[src/rtl/kp_emu_pkg.sv]
// Shared definitions for the keypad emulator: FSM state encoding, key-code
// field positions, bounce LFSR tap mask and bounce step period.
// Imported by keypad_emulator and bounce_lfsr.
package kp_emu_pkg;

  typedef enum logic [2:0] {
    IDLE      = 3'd0,
    PRESS_BNC = 3'd1,
    HOLD      = 3'd2,
    REL_BNC   = 3'd3,
    GAP       = 3'd4
  } kpState_t;

  // keyCode layout: [3:2] row index, [1:0] column index
  localparam int ROW_MSB = 3;
  localparam int ROW_LSB = 2;
  localparam int COL_MSB = 1;
  localparam int COL_LSB = 0;

  // Fibonacci taps 8,6,5,4 -> bits 7,5,4,3
  localparam logic [7:0] LFSR_TAPS = 8'hB8;

  // LFSR advances once every BOUNCE_STEP clocks
  localparam int BOUNCE_STEP = 64;
  localparam int STEP_W      = $clog2(BOUNCE_STEP);

  function automatic int maxOf3(input int a, input int b, input int c);
    int m;
    m = (a > b) ? a : b;
    return (m > c) ? m : c;
  endfunction

endpackage

[src/rtl/keypad_emulator_if.sv]
// Request / scan bus between a keypad scanner side and the keypad emulator.
// Ports: keyCode, pressReq, col (driven by master); row, busy, done,
//        reqDropped (driven by the emulator on the slave modport).
interface keypad_emulator_if;
  logic [3:0] keyCode;
  logic       pressReq;
  logic [3:0] col;
  logic [3:0] row;
  logic       busy;
  logic       done;
  logic       reqDropped;

  modport master (
    output keyCode, pressReq, col,
    input  row, busy, done, reqDropped
  );

  modport slave (
    input  keyCode, pressReq, col,
    output row, busy, done, reqDropped
  );
endinterface

[src/rtl/keypad_emulator_bounce_lfsr.sv]
// 8-bit Fibonacci LFSR used as the contact-bounce noise source.
// Ports: clk, rst (async active low, loads seed), step (advance one state),
//        seed (reset value, must be non-zero), q (current state).
module bounce_lfsr
  import kp_emu_pkg::*;
(
  input  logic       clk,
  input  logic       rst,
  input  logic       step,
  input  logic [7:0] seed,
  output logic [7:0] q
);

  always_ff @(posedge clk or negedge rst) begin
    if (!rst) begin
      q <= seed;
    end else if (step) begin
      q <= {q[6:0], ^(q & LFSR_TAPS)};
    end
  end

endmodule

[src/rtl/keypad_emulator.sv]
// Keypad emulator: answers a 4x4 keypad scanner's column drive with row
// returns as if one key were held, with press bounce, hold, release bounce
// and an enforced gap. col->row latency 3 clk (2-flop sync + row register).
// Ports: clk, rst (async active low), bus (slave: keyCode, pressReq, col in;
//        row, busy, done, reqDropped out).
module keypad_emulator
  import kp_emu_pkg::*;
#(
  parameter int         BOUNCE_CYCLES = 250000,
  parameter int         HOLD_CYCLES   = 2500000,
  parameter int         GAP_CYCLES    = 2500000,
  parameter logic [7:0] LFSR_SEED     = 8'hA5
) (
  input  logic              clk,
  input  logic              rst,
  keypad_emulator_if.slave  bus
);

  localparam int CNT_MAX = maxOf3(BOUNCE_CYCLES, HOLD_CYCLES, GAP_CYCLES);
  localparam int CW      = (CNT_MAX > 0) ? $clog2(CNT_MAX + 1) : 1;

  localparam logic [CW-1:0] BNC_LAST  = CW'((BOUNCE_CYCLES > 0) ? BOUNCE_CYCLES - 1 : 0);
  localparam logic [CW-1:0] HOLD_LAST = CW'(HOLD_CYCLES - 1);
  localparam logic [CW-1:0] GAP_LAST  = CW'(GAP_CYCLES - 1);

  kpState_t         state;
  logic [CW-1:0]    cnt;
  logic [3:0]       keyLatched;
  logic [3:0]       colS1;
  logic [3:0]       colS2;
  logic [STEP_W-1:0] stepCnt;
  logic [7:0]       lfsrQ;
  logic             contact;
  logic [1:0]       keyR;
  logic [1:0]       keyC;

  assign keyR = keyLatched[ROW_MSB:ROW_LSB];
  assign keyC = keyLatched[COL_MSB:COL_LSB];

  // Free-running prescaler: the LFSR advances once per BOUNCE_STEP clocks,
  // independent of the FSM, so bounce patterns differ press to press.
  always_ff @(posedge clk or negedge rst) begin
    if (!rst) begin
      stepCnt <= '0;
    end else begin
      stepCnt <= stepCnt + 1'b1;
    end
  end

  bounce_lfsr uLfsr (
    .clk  (clk),
    .rst  (rst),
    .step (&stepCnt),
    .seed (LFSR_SEED),
    .q    (lfsrQ)
  );

  // Switch closure. The final cycle of each bounce window is forced to the
  // settled level so HOLD always starts closed and GAP always starts open.
  always_comb begin
    contact = 1'b0;
    case (state)
      PRESS_BNC: contact = (cnt == BNC_LAST) ? 1'b1 : lfsrQ[0];
      HOLD:      contact = 1'b1;
      REL_BNC:   contact = (cnt == BNC_LAST) ? 1'b0 : lfsrQ[0];
      default:   contact = 1'b0;
    endcase
  end

  // Column synchronizer and registered row return. Only the latched column
  // matters, so several low col bits behave like a real single-key matrix.
  always_ff @(posedge clk or negedge rst) begin
    if (!rst) begin
      colS1   <= 4'hF;
      colS2   <= 4'hF;
      bus.row <= 4'hF;
    end else begin
      colS1 <= bus.col;
      colS2 <= colS1;
      if (contact && !colS2[keyC]) begin
        bus.row <= ~(4'b0001 << keyR);
      end else begin
        bus.row <= 4'hF;
      end
    end
  end

  // Press sequencer. Counter restarts on every state entry; a state lasting
  // N cycles leaves when cnt == N-1.
  always_ff @(posedge clk or negedge rst) begin
    if (!rst) begin
      state          <= IDLE;
      cnt            <= '0;
      keyLatched     <= '0;
      bus.busy       <= 1'b0;
      bus.done       <= 1'b0;
      bus.reqDropped <= 1'b0;
    end else begin
      bus.done       <= 1'b0;
      bus.reqDropped <= 1'b0;
      cnt            <= cnt + 1'b1;
      case (state)
        IDLE: begin
          cnt <= '0;
          if (bus.pressReq) begin
            keyLatched <= bus.keyCode;
            bus.busy   <= 1'b1;
            state      <= (BOUNCE_CYCLES == 0) ? HOLD : PRESS_BNC;
          end
        end
        PRESS_BNC: begin
          if (cnt == BNC_LAST) begin
            cnt   <= '0;
            state <= HOLD;
          end
        end
        HOLD: begin
          if (cnt == HOLD_LAST) begin
            cnt   <= '0;
            state <= (BOUNCE_CYCLES == 0) ? GAP : REL_BNC;
          end
        end
        REL_BNC: begin
          if (cnt == BNC_LAST) begin
            cnt   <= '0;
            state <= GAP;
          end
        end
        GAP: begin
          if (cnt == GAP_LAST) begin
            cnt      <= '0;
            state    <= IDLE;
            bus.done <= 1'b1;
            bus.busy <= 1'b0;
          end
        end
        default: begin
          cnt   <= '0;
          state <= IDLE;
        end
      endcase
      // Includes the GAP->IDLE cycle: the request is still refused there.
      if (bus.pressReq && (state != IDLE)) begin
        bus.reqDropped <= 1'b1;
      end
    end
  end

endmodule
[src/flat_wrapper.sv]
// flat-port wrapper written by rule: the top's interface ports become plain ports
module keypad_emulator_flat import kp_emu_pkg::*;
#(
  parameter int         BOUNCE_CYCLES = 250000,
  parameter int         HOLD_CYCLES   = 2500000,
  parameter int         GAP_CYCLES    = 2500000,
  parameter logic [7:0] LFSR_SEED     = 8'hA5
)
  (clk, rst, bus_keyCode, bus_pressReq, bus_col, bus_row, bus_busy, bus_done, bus_reqDropped);
  keypad_emulator_if bus_i ();
  input  logic clk;
  input  logic rst;
  input wire logic [$bits(bus_i.keyCode)-1:0] bus_keyCode;
  input wire logic [$bits(bus_i.pressReq)-1:0] bus_pressReq;
  input wire logic [$bits(bus_i.col)-1:0] bus_col;
  output wire logic [$bits(bus_i.row)-1:0] bus_row;
  output wire logic [$bits(bus_i.busy)-1:0] bus_busy;
  output wire logic [$bits(bus_i.done)-1:0] bus_done;
  output wire logic [$bits(bus_i.reqDropped)-1:0] bus_reqDropped;
  assign bus_i.keyCode = bus_keyCode;
  assign bus_i.pressReq = bus_pressReq;
  assign bus_i.col = bus_col;
  assign bus_row = bus_i.row;
  assign bus_busy = bus_i.busy;
  assign bus_done = bus_i.done;
  assign bus_reqDropped = bus_i.reqDropped;
  keypad_emulator #(.BOUNCE_CYCLES(BOUNCE_CYCLES), .HOLD_CYCLES(HOLD_CYCLES), .GAP_CYCLES(GAP_CYCLES), .LFSR_SEED(LFSR_SEED)) u_core (.clk(clk), .rst(rst), .bus(bus_i));
endmodule
[config.mk]
export PLATFORM = sky130hd
export DESIGN_NAME = keypad_emulator_flat
export DESIGN_NICKNAME = d
export VERILOG_FILES = /design/src/rtl/kp_emu_pkg.sv /design/src/rtl/keypad_emulator_if.sv /design/src/rtl/keypad_emulator_bounce_lfsr.sv /design/src/rtl/keypad_emulator.sv /design/src/flat_wrapper.sv
export SDC_FILE = /design/constraint.sdc
export NUM_CORES = 1
export LEC_CHECK = 0
export CAP_MARGIN = 20
export CORE_MARGIN = 10
export CORE_UTILIZATION = 60
export CTS_CLUSTER_DIAMETER = 40
export DETAILED_ROUTE_END_ITERATION = 10
export PLACE_DENSITY = 0.81
export REMOVE_ABC_BUFFERS = 1
export SYNTH_ARGS = -nofsm -noshare
export SYNTH_HDL_FRONTEND = slang
export SYNTH_SLANG_ARGS = --single-unit
[constraint.sdc]
create_clock -name clk -period 3.3 [get_ports clk]
set_input_delay 0.66 -clock clk [delete_from_list [all_inputs] [get_ports clk]]
set_output_delay 0.66 -clock clk [all_outputs]
set_load 0.03 [all_outputs]
Word-level counts from Yosys, hierarchy flattened
Index checks and enable logic that the tools add are counted.
Word-level totals
  logic and storage cells: 61
  output and inout bits: 7
  input port bits: 11
  bits in registers: 58
Operators by class
  reduce and logical (&&, ||, !) cells: 13
  shift-type cells: 1
  equality and inequality tests: 11
  order comparisons: 1
  multiplexer cells: 21
  bitwise operators: 1
  add/sub/neg operators: 2
Operators by type and width (count)
  22-bit 2-to-1 mux: 2
  22-bit case mux with 2 select lines: 1
  22-bit by 1-bit adder with 22-bit output, second input constant: 1
  22-bit by 18-bit == test with 1-bit output, second input constant: 1
  22-bit == test, second input constant: 1
  3-bit 2-to-1 mux: 5
  3-bit case mux with 5 select lines: 1
  1-bit 2-to-1 mux: 8
  2-bit by 1-bit != test with 1-bit output, second input constant: 4
  8-bit parity: 1
  6-bit by 1-bit adder with 6-bit output, second input constant: 1
  3-bit by 2-bit == test with 1-bit output, second input constant: 2
  6-bit AND reduction: 1
  5-bit AND reduction: 1
  4-bit 2-to-1 mux: 1
  4-bit inverter: 1
  2-bit OR reduction: 2
  1-bit by 2-bit << shifter with 4-bit output, first input constant: 1
  3-bit by 1-bit == test with 1-bit output, second input constant: 1
  3-bit == test, second input constant: 1
  3-bit zero test: 1
  2-bit by 3-bit < comparator with 1-bit output, second input constant: 1
  1-bit case mux with 3 select lines: 1
  3-bit AND reduction: 1
  other kinds (8): 9

Logic depth before layout (Yosys ltp)
Gate-level depths: netlist of the first run.
  word-level depth: 5
  mapped depth: 6
  mapped depth without buffers: 5

Worst setup path before layout of the first run
OpenSTA, ideal clock, no wires.
  path type: register -> register
  from: register u_core.cnt[0]
  to: register u_core.cnt[16]
  period minus slack after synthesis: 1638 ps
  library setup time: 87 ps
  stages on the path, launching flop included: 6
  path buffers: 0
  data arrival time: 1551 ps
  path slack: 1662 ps
  required time: 3213 ps
  path through: dfrtp_1 -> ha_1 -> and4_1 -> nand4_1 -> or3_1 -> a22oi_1
Between the ends
  cells in the longest elaborated chain, start to end: 3
  elaborated cells between the ends (all ways): 6
  classes of those cells: 1 x add/sub; 2 x eq/ne; 3 x mux
Ends and longest elaborated chain
  from (decl): line keypad_emulator.sv:27  | logic [CW-1:0] cnt;
  from (signal assigned): line keypad_emulator.sv:101  | cnt <= cnt + 1'b1;
  22-bit by 1-bit adder with 22-bit output, or another cell as far along: line keypad_emulator.sv:101
  22-bit 2-to-1 mux (on tied branches)
  22-bit case mux with 2 select lines *: line keypad_emulator.sv:102  | case (state)
Every way passes the cells marked *; elsewhere a longest branch is shown, timed or not.
A chain may end at the register's enable or synchronous reset.

Worst setup path in the final report of the first run
  from: register u_core.bus.row[0]
  to: output port bus_row[0]
RTL lines
  from (decl): line keypad_emulator_if.sv:20  | output row, busy, done, reqDropped
  from (signal assigned): line keypad_emulator.sv:81  | bus.row <= ~(4'b0001 << keyR);
  to (decl): line flat_wrapper.sv:16  | output wire logic [$bits(bus_i.row)-1:0] bus_row;
No word-level cell between the ends.

==> results of run 1 <==
routing by layer:
metal | track usage | vias to the layer above
met1 | 0.181 | 921
met3 | 0.0694 | 9
met4 | 0.0560 | 0
met2 | 0.226 | 44
met5 | 0 | -
li1 | - | 906
registers in the layout, summed over array words and instances (netlist names):
signal	flops
u_core.cnt	22
u_core.uLfsr.q	8
u_core.stepCnt	6
u_core.bus.row	4
u_core.colS1	4
u_core.colS2	4
u_core.keyLatched	4
u_core.state	3
u_core.bus.busy	1
u_core.bus.done	1
u_core.bus.reqDropped	1
Yosys cell counts, drive strengths merged (5+ instances only):
library cell / n
xor2: 10
nor2: 6
nand4: 7
a21oi: 15
dfstp: 16
or3: 7
and2: 5
nand3: 15
and4: 7
nand2: 11
inv: 7
dfrtp: 42
o21ai: 13
a22oi: 9
nor3: 7
buf: 5
xnor2: 8
mux2: 12
how the worst max path moves through the flow:
stage | endpoint | slack, ps | cells past startpoint
final | bus_row[0] | 1110 | 1
after global routing | bus_row[0] | 1060 | 1
after CTS | bus_row[0] | 1090 | 1
after detailed placement | u_core.keyLatched[3]$_DFFE_PN0P_ | 1400 | 3
after global placement | u_core.keyLatched[0]$_DFFE_PN0P_ | 1440 | 3
after floorplan | u_core.cnt[1]$_DFF_PN0_ | 1130 | 4
stage by stage:
stage	area, µm²	util	hold WS (ps)
finish	3100	0.717	171
CTS	3080	0.713	357
global placement	2890	0.669	345
detailed placement	2890	0.669	347
floorplan	2630	-	345
global route	3100	0.717	164
layout make-up:
type,count,share of cell area
clock inverter,3,0.0129
inverter,7,0.00847
sequential,58,0.474
multi-input combinational,161,0.363
clock buffer,13,0.0480
tap,52,0.0210
timing repair buffer,23,0.0718
cell families (layout without fill, tap and decap cells):
group / after synthesis / after routing / share of synthesized area
and+or+nand+nor: 82 / 82 / 0.187
DFF: 58 / 58 / 0.553
muxes: 15 / 15 / 0.0668
adders and majority gates: 2 / 2 / 0.00941
buffers and inverters: 13 / 46 / 0.0226
AOI/OAI and AO/OA: 44 / 44 / 0.102
xor gates and xnor gates: 18 / 18 / 0.0593
worst reg2reg max path, stage by stage, from the launching register on:
cell and delay (ps):
sky130_fd_sc_hd__dfrtp_1 390, sky130_fd_sc_hd__ha_1 250, sky130_fd_sc_hd__and4_1 340, sky130_fd_sc_hd__nand4_1 280, sky130_fd_sc_hd__or3_1 420, sky130_fd_sc_hd__a22oi_1 170
placed cells by master, fill, tap and decap left out, drive strengths merged, types with 2 or more instances in the layout:
cell           count
nand2b             2
nor3               7
dfrtp             42
buf                7
and2               5
and4               7
or3                7
xor2              10
nor2b              2
nand3             15
mux2              12
o31ai              2
nor2               6
nor3b              2
clkinv             2
or4                2
o21bai             2
or2                2
clkbuf            13
nand2             11
nor4               2
o21ai             13
clkdlybuf4s50     16
nand4              7
dfstp             16
nor4b              2
inv                7
mux2i              2
a21oi             15
a22oi              9
and3               2
xnor2              8
ha                 2
report_power, final:
group	leakage (nW)	switching (mW)	internal [mW]	total, mW
clock network	0.0974	0.265	0.367	0.632
registers	0.713	0.00157	0.721	0.723
logic	0.512	0.0180	0.0162	0.0342
total	1.32	0.284	1.10	1.39
==> impl_metrics.json, run 1 <==
{
  "detail-route-antenna-nets": 0,
  "cellLeakagePower_nw": 1.32,
  "timing.critical_path.from": "u_core.bus.row[0]$_DFF_PN1_",
  "synth_area_per_cell_um2": 11.5,
  "postCtsHoldBufs": 0,
  "timing.critical_path.slowest_cell_delay_ps": 670,
  "floorplan.die.height_um": 86.6,
  "cts_root_buffer": "sky130_fd_sc_hd__clkbuf_8",
  "route.detailed.vias_per_inst": 5.93,
  "timing.clock.skew_ps": 7.41,
  "setup_repair_after_global_routing_missed_its_margin": "false",
  "floorplan.rows": 24,
  "synthDistinctLibCells": 43,
  "vdd_drop_max_uv": 329,
  "place.gp.congestion": 0.869,
  "start_kind": "register",
  "cts_post_setup_buffers_inserted": 0,
  "route.detailed.drc": 0,
  "floorplan.die.width_um": 86.6,
  "layout-area-overhead-vs-synth_pct": 16.7,
  "finalWorstSetupSlack_ps": 1110,
  "timing.critical_path.slowest_stage_cell": "sky130_fd_sc_hd__clkdlybuf4s50_1",
  "clock_sink_count": 58,
  "design.die.area_um2": 7490,
  "layout-drive-gt1-share": 0.204,
  "post-place-cells": 300,
  "number_of_top_level_pins": 18,
  "worstPathArrival_ps": 1530,
  "clock_tree.htree_level_count": 3,
  "ys_warn_count": 0,
  "asyncSetResetFlopFracSynth": 1.00,
  "netlist_area_um2": 2660,
  "timing.critical_path.buf_inv": 1,
  "cts_inserted_buffers": 9,
  "timing.final.max_slew_violations": 0,
  "detailedRoute.firstIterationViolations": 161,
  "detailroute.via_count": 1880,
  "antennaDiodeCount": 0,
  "io_port_bufs": 17,
  "p_per_area_nw_per_um2": 448,
  "grt_antenna_before_repair": 0,
  "globalRoute.totalOverflow": 0,
  "met2WireLength_mm": 2.56,
  "reg2regPathDepth": 5,
  "wirelength_met1_mm": 2.23,
  "place_hpwl_mm": 3.54,
  "dominantRegCellSynth": "sky130_fd_sc_hd__dfrtp_1",
  "grt_max_degree": 51,
  "bufs_on_longest_clock_path": 2,
  "period_minus_slack_ps": 2190,
  "initial_utilization": 0.615,
  "synth_top_area_frac": 0.395,
  "synth_seq_cells": 58,
  "timing.final.hold_violations": 0,
  "regToRegEndpoint": "u_core.cnt[16]$_DFF_PN0_",
  "placeableCoreArea_um2": 4320,
  "detail_route.wl_per_cell_um": 16.3,
  "synth_sequential_area_ratio": 0.553,
  "critPathCaptureType": "output port",
  "critical_path_required_ps": 2640,
  "maxUsedRoutingLayer": "met4",
  "tns_ps": 0,
  "cts_tree": "done",
  "finalNetCount": 273,
  "source_to_sink_clock_delay_at_the_later_pin_of_the_worst_skew_pair_ps": 340,
  "multi_input_area_um2": 1130,
  "layout.cells.non_filler": 317,
  "wl_met3_um": 297,
  "preCtsSetupSlack_ps": 1400,
  "drt-total-wl_mm": 5.17,
  "final.fill_count": 323,
  "syn_inst": 232,
  "worst-r2r-setup-slack_ps": 1370,
  "timing.critical_path.max_delay_family": "buffers and inverters",
  "fmaxAchievable_mhz": 457,
  "fin_total_pwr_mw": 1.39,
  "synth_edf_count": 0,
  "hold_path_class": "in -> async",
  "launching_point_of_the_worst_reg2reg_path": "u_core.cnt[0]$_DFF_PN0_",
  "global_route.usage.total": 0.149,
  "status": "complete, no violations",
  "worst_pin_slew_ps": 604,
  "largest_cells_by_area_after_synthesis": "sky130_fd_sc_hd__dfrtp_1 40%, sky130_fd_sc_hd__dfstp_2 16%, sky130_fd_sc_hd__mux2_2 5.1%",
  "clock_input_transition_at_the_sequential_cells_of_the_worst_setup_and_hold_paths_ps": 60,
  "netlist.top_cell.by_area": "sky130_fd_sc_hd__dfrtp_1",
  "path_cells": "clkdlybuf4s50_1",
  "detail_route.first_pass.iterations": 4,
  "grt_pass1_vias": 1876,
  "max_cap_violations": 0,
  "crit_path_max_fanout": 1,
  "criticalPathCategory": "reg -> out",
  "number_of_gates_given_a_new_drive_strength_after_cts": 0,
  "period_utilisation_layout": 0.663,
  "sequential_cell_area_um2": 1470,
  "timing.slew.headroom": 0.596,
  "final_setup_vio_count": 0,
  "grt_pass1_wl_mm": 8.92
}
No activity file was read; power rests on OpenSTA's default activity.
==> run 2: changes to the inputs <==
--- a/config.mk
+++ b/config.mk
@@ -7,10 +7,10 @@
 export LEC_CHECK = 0
 export CAP_MARGIN = 20
 export CORE_MARGIN = 10
-export CORE_UTILIZATION = 60
+export CORE_UTILIZATION = 52
 export CTS_CLUSTER_DIAMETER = 40
 export DETAILED_ROUTE_END_ITERATION = 10
-export PLACE_DENSITY = 0.81
+export PLACE_DENSITY = 0.74
 export REMOVE_ABC_BUFFERS = 1
 export SYNTH_ARGS = -nofsm -noshare
 export SYNTH_HDL_FRONTEND = slang
==> constraint.sdc (replaced) <==
create_clock -name clk -period 1.8 [get_ports clk]
set_input_delay 0.36 -clock clk [delete_from_list [all_inputs] [get_ports clk]]
set_output_delay 0.36 -clock clk [all_outputs]
set_load 0.03 [all_outputs]
==> impl_metrics.json, run 2 (synthesis gave the netlist of run 1 again) <==
{
  "status": "finished, violations left",
  "violations": "negative hold slack",
  "p_per_area_nw_per_um2": 756,
  "timing.clock.skew_ps": 7.21,
  "sw_frac_of_total": 0.227,
  "clock_input_transition_at_the_sequential_cells_of_the_worst_setup_and_hold_paths_ps": 60,
  "timing.critical_path.max_delay_family": "simple AND/OR/NAND/NOR gates",
  "placeableCoreArea_um2": 4850,
  "detailroute.via_count": 1925,
  "fmaxAchievable_mhz": 580,
  "post-place-cells": 320,
  "crit_path_max_fanout": 7,
  "cts_tree": "done",
  "design.die.area_um2": 8370,
  "cellLeakagePower_nw": 1.35,
  "timing.slew.headroom": 0.793,
  "layout.cells.non_filler": 341,
  "comb_power_share": 0.024,
  "share_clk_of_total_power": 0.430,
  "route.detailed.vias_per_inst": 5.65,
  "timing.critical_path.slowest_cell_delay_ps": 430,
  "place_hpwl_mm": 3.43,
  "reg2regPathDepth": 5,
  "fin_area_um2": 3210,
  "worstPathArrival_ps": 1980,
  "source_to_sink_clock_delay_at_the_later_pin_of_the_worst_skew_pair_ps": 340,
  "io_port_bufs": 17,
  "cp-endpoint": "u_core.cnt[16]$_DFF_PN0_",
  "preCtsSetupSlack_ps": -5.60,
  "layout_commonest_cell": "sky130_fd_sc_hd__dfrtp_1",
  "path_depth": 5,
  "worst-r2r-setup-slack_ps": 80,
  "launching_point_of_the_worst_reg2reg_path": "u_core.cnt[1]$_DFF_PN0_",
  "flip_flop_count_of_the_largest_register_all_copies_and_words_added": 22,
  "final.hold.worst_slack_ps": -8.97,
  "place_area_um2": 2970,
  "timing.critical_path.buf_inv": 0,
  "floorplan.die.width_um": 91.5,
  "global_route.usage.total": 0.126,
  "p_int_mw": 1.88,
  "final.fill_count": 380,
  "globalRoute.totalOverflow": 0,
  "path_cells": "ha_4, and4_4, nand4_1, or3_1, a22oi_1",
  "finalWorstSetupSlack_ps": 76.2,
  "seqPwrFrac": 0.546,
  "biggestRegsByFlops": "u_core.cnt: 22 flops, u_core.uLfsr.q: 8 flops, u_core.stepCnt: 6 flops",
  "timing.critical_path.slowest_stage_cell": "sky130_fd_sc_hd__or3_1",
  "floorplan.die.height_um": 91.5,
  "sequential_cell_area_um2": 1470,
  "bufs_on_longest_clock_path": 2,
  "number_of_top_level_pins": 18,
  "postCtsHoldBufs": 0,
  "cts_root_buffer": "sky130_fd_sc_hd__clkbuf_8",
  "clock_sink_count": 58,
  "drt-total-wl_mm": 4.97,
  "multi_input_area_um2": 1160,
  "timing.critical_path.from": "u_core.cnt[1]$_DFF_PN0_",
  "detail_route.first_pass.iterations": 4,
  "critPathCaptureType": "register",
  "max_cap_violations": 0,
  "detail-route-antenna-nets": 0,
  "detailedRoute.firstIterationViolations": 100,
  "final_cell_mix": "42 x sky130_fd_sc_hd__dfrtp_1, 16 x sky130_fd_sc_hd__dfstp_2, 15 x sky130_fd_sc_hd__nand3_1, 15 x sky130_fd_sc_hd__a21oi_1, 13 x sky130_fd_sc_hd__buf_4",
  "critical_path_required_ps": 2060,
  "hold_path_class": "in -> async",
  "worst_pin_slew_ps": 310,
  "route.detailed.drc": 0,
  "start_kind": "register",
  "vdd_drop_max_uv": 434,
  "finalNetCount": 282,
  "initial_utilization": 0.548,
  "tns_ps": 0,
  "grt_antenna_before_repair": 0,
  "place.gp.congestion": 0.854,
  "layout-drive-gt1-share": 0.259,
  "timing.final.max_slew_violations": 0,
  "grt_max_degree": 59,
  "antennaDiodeCount": 0,
  "final_setup_vio_count": 0,
  "period_minus_slack_ps": 1720,
  "max_flop_register": "u_core.cnt",
  "detail_route.wl_per_cell_um": 14.6,
  "regToRegEndpoint": "u_core.cnt[16]$_DFF_PN0_",
  "clock_tree.htree_level_count": 3,
  "grt_pass1_wl_mm": 8.57,
  "grt_pass1_vias": 1779,
  "floorplan.rows": 25,
  "final_util": 0.662,
  "total_switching_power_mw": 0.550,
  "criticalPathCategory": "reg -> reg",
  "period_utilisation_layout": 0.958,
  "timing.final.hold_violations": 3,
  "layout-area-overhead-vs-synth_pct": 20.7,
  "fin_total_pwr_mw": 2.43,
  "cts_inserted_buffers": 9
}
[run 2: metal layers]
layer	routed length, µm	vias to the layer above	part of all wire	track usage
li1	-	927	-	-
met1	2340	949	0.47	0.165
met2	2260	39	0.45	0.177
met3	261	10	0.053	0.0362
met4	115	0	0.023	0.0849
met5	0	-	0	0
[run 2: how the worst min path moves through the flow]
stage	start	end	slack [ps]	depth (start not counted)
6_report	rst	u_core.cnt[15]$_DFF_PN0_	-9	2
3_5_place_dp	u_core.colS1[3]$_DFF_PN1_	u_core.colS2[3]$_DFF_PN1_	350	0
5_1_grt	rst	u_core.cnt[17]$_DFF_PN0_	30	2
4_1_cts	rst	u_core.cnt[17]$_DFF_PN0_	20	2
3_3_place_gp	u_core.colS1[3]$_DFF_PN1_	u_core.colS2[3]$_DFF_PN1_	350	0
2_1_floorplan	rst	u_core.bus.busy$_DFFE_PN0P_	60	0
[run 2: worst register-to-register path, cell delays in order, from the launching register on]
cell	delay, ps
sky130_fd_sc_hd__dfrtp_1	410
sky130_fd_sc_hd__ha_4	170
sky130_fd_sc_hd__and4_4	240
sky130_fd_sc_hd__nand4_1	240
sky130_fd_sc_hd__or3_1	430
sky130_fd_sc_hd__a22oi_1	150
[run 2: final cells by class]
type,instances,area share
inverters,7,0.00819
flip-flops and latches,58,0.458
repair buffers,32,0.0928
well taps,67,0.0261
multi-input cells,161,0.361
clock buffers,11,0.0441
clock inverters,5,0.00936
[run 2: power groups by stage]
stage	combinational (mW)	sequential, mW	clock (mW)
2_1_floorplan	0.00429	1.35	0
3_3_place_gp	0.0602	1.35	0
3_5_place_dp	0.0617	1.35	0
4_1_cts	0.0618	1.32	1.06
5_1_grt	0.0663	1.32	1.13
6_report	0.0592	1.32	1.04
[run 2: repair_timing]
item,in CTS,in global routing
endpoints found under the hold margin,0,0
endpoints found under the setup margin,7,23
resized for setup,4,7
buffers inserted,1,4
pin swaps,1,6
